### config.mk
export PLATFORM = sky130hd
export DESIGN_NAME = div32_seq
export DESIGN_NICKNAME = d
export VERILOG_FILES = /design/src/rtl/div32_seq.sv
export SDC_FILE = /design/constraint.sdc
export NUM_CORES = 1
export LEC_CHECK = 0
export ABC_CLOCK_PERIOD_IN_PS = 8350
export CAP_MARGIN = 20
export CORE_MARGIN = 2
export CORE_UTILIZATION = 35
export DETAILED_ROUTE_END_ITERATION = 16
export GPL_TIMING_DRIVEN = 0
export PLACE_DENSITY_LB_ADDON = 0.05
export SETUP_SLACK_MARGIN = 0.2
export SYNTH_ARGS = -nofsm -noshare
export SYNTH_HDL_FRONTEND = slang
export SYNTH_SLANG_ARGS = --single-unit
### constraint.sdc
create_clock -name clk -period 8.35 [get_ports clk]
set_input_delay 1.67 -clock clk [delete_from_list [all_inputs] [get_ports clk]]
set_output_delay 1.67 -clock clk [all_outputs]
set_load 0.02 [all_outputs]
### src/rtl/div32_seq.sv
`default_nettype none
// ============================================================================
//  Module      : div32_seq
//  Description : Sequential 32-bit restoring divider. One quotient bit per
//                cycle using a 33-bit trial subtraction, valid/ready operand
//                handshake, results held until the consumer acknowledges.
//                Optional macro DIV32_SIGNED_EN adds two's-complement division
//                through the in_signed port.
//  Revision    : 1.0 - initial release
// ============================================================================
module div32_seq (
   input  logic        clk,
   input  logic        rst,
   input  logic        in_valid,
   input  logic [31:0] in_data0,
   input  logic [31:0] in_data1,
`ifdef DIV32_SIGNED_EN
   input  logic        in_signed,
`endif
   output logic        out_ready,
   output logic        out_valid,
   input  logic        in_ready,
   output logic [31:0] out_quotient,
   output logic [31:0] out_remainder,
   output logic        out_divzero,
   output logic        out_overflow
);

   typedef enum logic [1:0] {
      S_IDLE = 2'd0,
      S_CALC = 2'd1,
      S_DONE = 2'd2
   } state_t;

   localparam logic [31:0] c_ALL_ONES = 32'hFFFF_FFFF;
   localparam logic [31:0] c_INT_MIN  = 32'h8000_0000;

   state_t      r_state;
   logic [31:0] r_dvd;        // dividend shift register, fills with quotient bits
   logic [31:0] r_div;        // divisor magnitude
   logic [31:0] r_rem;        // partial remainder; always < divisor so 32 bits hold it
   logic [4:0]  r_cnt;
   logic        r_dz_pend;
   logic        r_ovf_pend;
   logic        r_neg_q;
   logic        r_neg_r;
   logic [31:0] r_quo;
   logic [31:0] r_rmd;
   logic        r_valid;
   logic        r_dz;
   logic        r_ovf;

   logic        w_signed;
   logic        w_dvd_neg;
   logic        w_div_neg;
   logic        w_div_zero;
   logic        w_ovf;
   logic [31:0] w_dvd_mag;
   logic [31:0] w_div_mag;
   logic [32:0] w_trial;
   logic [31:0] w_rem_next;
   logic [31:0] w_quo_next;
   logic [31:0] w_q_fix;
   logic [31:0] w_r_fix;

`ifdef DIV32_SIGNED_EN
   assign w_signed = in_signed;
`else
   assign w_signed = 1'b0;
`endif

   // Operand conditioning at accept: signs, magnitudes, special cases
   always_comb begin
      w_dvd_neg  = w_signed & in_data0[31];
      w_div_neg  = w_signed & in_data1[31];
      w_dvd_mag  = w_dvd_neg ? (~in_data0 + 32'd1) : in_data0;
      w_div_mag  = w_div_neg ? (~in_data1 + 32'd1) : in_data1;
      w_div_zero = (in_data1 == 32'd0);
      w_ovf      = w_signed && (in_data0 == c_INT_MIN) && (in_data1 == c_ALL_ONES);
   end

   // One restoring step plus the sign fix applied on the final iteration
   always_comb begin
      w_trial    = {r_rem, r_dvd[31]} - {1'b0, r_div};
      w_rem_next = w_trial[32] ? {r_rem[30:0], r_dvd[31]} : w_trial[31:0];
      w_quo_next = {r_dvd[30:0], ~w_trial[32]};
      w_q_fix    = r_neg_q ? (~w_quo_next + 32'd1) : w_quo_next;
      w_r_fix    = r_neg_r ? (~w_rem_next + 32'd1) : w_rem_next;
   end

   // Control FSM with datapath and registered result outputs
   always_ff @(posedge clk) begin
      if (rst) begin
         r_state    <= S_IDLE;
         r_dvd      <= 32'd0;
         r_div      <= 32'd0;
         r_rem      <= 32'd0;
         r_cnt      <= 5'd0;
         r_dz_pend  <= 1'b0;
         r_ovf_pend <= 1'b0;
         r_neg_q    <= 1'b0;
         r_neg_r    <= 1'b0;
         r_quo      <= 32'd0;
         r_rmd      <= 32'd0;
         r_valid    <= 1'b0;
         r_dz       <= 1'b0;
         r_ovf      <= 1'b0;
      end else begin
         case (r_state)
            S_IDLE: begin
               if (in_valid) begin
                  r_div      <= w_div_mag;
                  // zero divisor keeps the raw dividend for the remainder output
                  r_dvd      <= w_div_zero ? in_data0 : w_dvd_mag;
                  r_rem      <= 32'd0;
                  r_cnt      <= 5'd31;
                  r_dz_pend  <= w_div_zero;
                  r_ovf_pend <= w_ovf;
                  r_neg_q    <= w_dvd_neg ^ w_div_neg;
                  r_neg_r    <= w_dvd_neg;
                  // zero divisor takes a single pass cycle so its result
                  // appears on the edge after accept
                  r_state    <= S_CALC;
               end
            end
            S_CALC: begin
               if (r_dz_pend) begin
                  r_quo   <= c_ALL_ONES;
                  r_rmd   <= r_dvd;
                  r_dz    <= 1'b1;
                  r_ovf   <= 1'b0;
                  r_valid <= 1'b1;
                  r_state <= S_DONE;
               end else begin
                  r_rem <= w_rem_next;
                  r_dvd <= w_quo_next;
                  r_cnt <= r_cnt - 5'd1;
                  if (r_cnt == 5'd0) begin
                     r_quo   <= w_q_fix;
                     r_rmd   <= w_r_fix;
                     r_dz    <= 1'b0;
                     r_ovf   <= r_ovf_pend;
                     r_valid <= 1'b1;
                     r_state <= S_DONE;
                  end
               end
            end
            S_DONE: begin
               if (in_ready) begin
                  r_valid <= 1'b0;
                  r_state <= S_IDLE;
               end
            end
            default: begin
               r_valid <= 1'b0;
               r_state <= S_IDLE;
            end
         endcase
      end
   end

   assign out_ready     = (r_state == S_IDLE);
   assign out_valid     = r_valid;
   assign out_quotient  = r_quo;
   assign out_remainder = r_rmd;
   assign out_divzero   = r_dz;
   assign out_overflow  = r_ovf;

endmodule
`default_nettype wire

==> run metrics <==
Synth Area per Inst 7.794 um2; switching share of total power 0.3675; post-route DRC violation count 0; Initial Util 0.3564; slowest stage cell on the critical path a2111oi_4; FILL cells 2,510; layout overhead on the synthesized area 27.08%; layout cells sized above 1 0.04396; critical path startpoint category flop; fraction of the yosys area taken by sequential cells 0.3937; area taken by flip-flops and latches around 3400 um2; number of failing hold endpoints at the final stage 0; count of flip-flops with a built-in enable after synthesis 0; highest clock rate 0.2656 GHz; worst clock skew on the final layout approximately 12 ps; critical path start-end classification flop to flop; global route hottest layer met2; cells after synthesis about 1,100; RSZ-0062 raised after global routing no; cell count after placement 1,567; clock power share 0.297; fin crit period 3765 ps; flip-flop and latch count after synthesis 170; diodes inserted 0; number of top-level design ports ~140; capturing element type of the critical path flop; post-CTS sizing 0; number of nets still failing antenna checks after routing 0; number of DRC markers in iteration 0 about 470; global-route met2 utilization 0.3314; net total in the final layout around 1,400; aggregate global-route resource usage 0.2101; Psw 1010 uW; GRT overflow 0; max_cap viols 0; die height between 150 and 200 um; number of standard cells in the final layout excluding fillers ~1,600; worst min-delay path category flop to flop; Peak VDD IR between 0.1 and 0.15 mV; outcome finished clean; total number of vias 8,056; CTS root buffer clkbuf_16; Synth area leaders dfxtp_1 (39%), nand2_1 (8.5%), nor2_1 (7.5%); H-Tree Depth 4; part of the cycle the worst path needs 0.4509; Max stage delay on crit path approximately 460 ps; count of pins over their slew limit 0; via count of the first global-routing pass 7,841; worst-case clock buffer depth 2; post-synthesis instance area 8643 um2; largest net degree at the start of global routing 17; worst setup margin 4585 ps; clock-pin slew on the worst setup and hold paths 70 ps; Setup WS pre-CTS 4253 ps; Core Rows 57; average detailed-routed wire length per instance 17.00 um; Fin Setup TNS 0 ps; most area-hungry cell type in the Yosys netlist dfxtp_1; CP cell instances inv_1 > ha_1 > fa_1 > and2b_1 > o2111ai_2 > a2111oi_4 > nor2_4 > a21oi_4 > o22ai_4 > xnor2_2 > buf_6 > buf_4 > mux2i_1 > a21oi_1; first-pass GRT wire length 42,840 um; core footprint 24,250 um2; multi-input gate area in the final layout between 4000 and 5000 um2; library cells used by synthesis 63; net count of the mapped netlist 1,212; number of vias per cell 5.041; share of async-settable or async-resettable flops after synthesis 0; Post-CTS Setup Repair Bufs 0; Fin Hold WS 456.9 ps; number of buffers inserted by port buffering between 100 and 150; most used flip-flop cell after synthesis dfxtp_1; die boundary width around 160 um; number of iterations in the first detailed-routing pass 5; Synth top area share 0.3937; TritonCTS clock tree done; met3 Use GR 0.03698; total detailed-routing wirelength 27,170 um; Cell Int Power between 1500 and 2000 uW; required time at the endpoint of the critical path 8650 ps; portion of total power attributed to combinational logic 0.358; Arr. time, crit path 4070 ps; Clock Latency Late Sink ~430 ps; final core occ 0.4530; Slew Limit Headroom 0.2940; sinks on the clock net between 150 and 200; final setup violating endpoints 0; number of antenna violations at the first check in global routing 0; Die Outline Area 25,970 um2; Static Leak 0.004136 uW; met1 global-route usage 0.2963; worst-path maximum fanout 10; pwr dens 250.3 nW/um2; YS warnings 0; number of buffers added to fix hold violations after cts 0; slew at the pin closest to its max-slew limit 1055 ps; final weighted congestion of routability-driven global placement between 0.8 and 0.9; half-perimeter wire length after placement 21,000 um; TritonCTS Buffers 17; sequential fraction of design power 0.346
==> logic make-up after synthesis <==
family                     count (synthesis)  share of synthesized area
AOI/OAI and AO/OA                        260                     0.2050
xor gates and xnor gates                  33                    0.03431
adders and majority gates                 35                    0.05153
buffers and inverters                    116                    0.05356
DFF                                      170                     0.3937
muxes                                     31                    0.03706
other                                      1                  0.0004339
and+or+nand+nor                          463                     0.2244
==> stage by stage <==
step	total power (uW)	area [um2]
final	2749	10980
after global placement	1945	10390
after CTS	2765	10980
after detailed placement	1945	10390
after global routing	2905	10980
after floorplan	1648	8643
==> layout make-up <==
type,count,share of cell area
Multi-Input combinational cell,823,0.4349
Clock inverter,13,0.01412
Timing Repair Buffer,134,0.1221
Clock buffer,18,0.03998
Tap cell,324,0.03691
Sequential cell,170,0.3098
Inverter,40,0.01367
Buffer,76,0.02848
==> cell usage after synthesis, types with 11 or more instances <==
master and n:
mux2i_1 29, nand2_1 196, nand3_1 12, o21ai_1 27, a21oi_1 86, xor2_1 11
inv_1 40, ha_1 34, o21ai_0 31, a311oi_1 31, dfxtp_1 170, nor3_1 35
a21o_1 12, clkbuf_1 69, nor2_1 173, xnor2_1 21
==> critical path: cells and delay by family (launching register included) <==
family                   cells  cell delay [ps]
AO/OA/AOI/OAI                5             1100
adder cells (fa/ha/maj)      2              640
buffers and inverters        3              590
multiplexers                 1              410
flip-flops                   1              340
AND/OR/NAND/NOR              2              340
XOR/XNOR                     1              200
==> cell usage in the layout, fill, tap and decap left out, types with 11 or more instances in the layout <==
cell type and count:
xnor2_1 21, a21oi_1 86, o21ai_1 27, clkbuf_16 17, nor2_1 173, o21ai_0 31
nand3_1 12, nand2_1 196, clkdlybuf4s50_1 134, a21o_1 12, ha_1 34, inv_1 40
dfxtp_1 170, xor2_1 11, nor3_1 35, a311oi_1 31, clkbuf_1 69, mux2i_1 29
==> metal layers <==
metal,up-vias,share of wire,routed length (um)
li1,4139,-,-
met1,3711,0.50,13710
met2,184,0.44,11900
met3,22,0.045,1219
met4,0,0.013,350
met5,-,0,0
==> registers in the layout, indices dropped and copies added, names as in the netlist <==
| name | flops |
|---|---|
| out_remainder | 32 |
| out_divzero | 1 |
| out_quotient | 32 |
| r_state | 2 |
| r_dvd | 32 |
| out_valid | 1 |
| r_cnt | 5 |
| r_rem | 32 |
| r_div | 32 |
| r_dz_pend | 1 |
==> power by group through the flow <==
| stage | sequential (uW) | clock [uW] | combinational (uW) |
|---|---|---|---|
| 2_1_floorplan | 969 | 0 | 680 |
| 3_3_place_gp | 969 | 0 | 976 |
| 3_5_place_dp | 968 | 0 | 977 |
| 4_1_cts | 950 | 831 | 984 |
| 5_1_grt | 961 | 863 | 1080 |
| 6_report | 951 | 815 | 983 |
==> worst paths after layout <==
check	start	to	slack (ps)	cells after the start
setup / recovery	r_dvd[31]$_SDFFE_PP0P_	out_remainder[20]$_SDFFE_PP0P_	4590	14
hold reg to reg	r_div[15]$_SDFFE_PP0P_	r_div[15]$_SDFFE_PP0P_	460	2
hold / removal	r_div[15]$_SDFFE_PP0P_	r_div[15]$_SDFFE_PP0P_	460	2
setup reg to reg	r_dvd[31]$_SDFFE_PP0P_	out_remainder[20]$_SDFFE_PP0P_	4590	14
(Power assumes the default switching activity.)
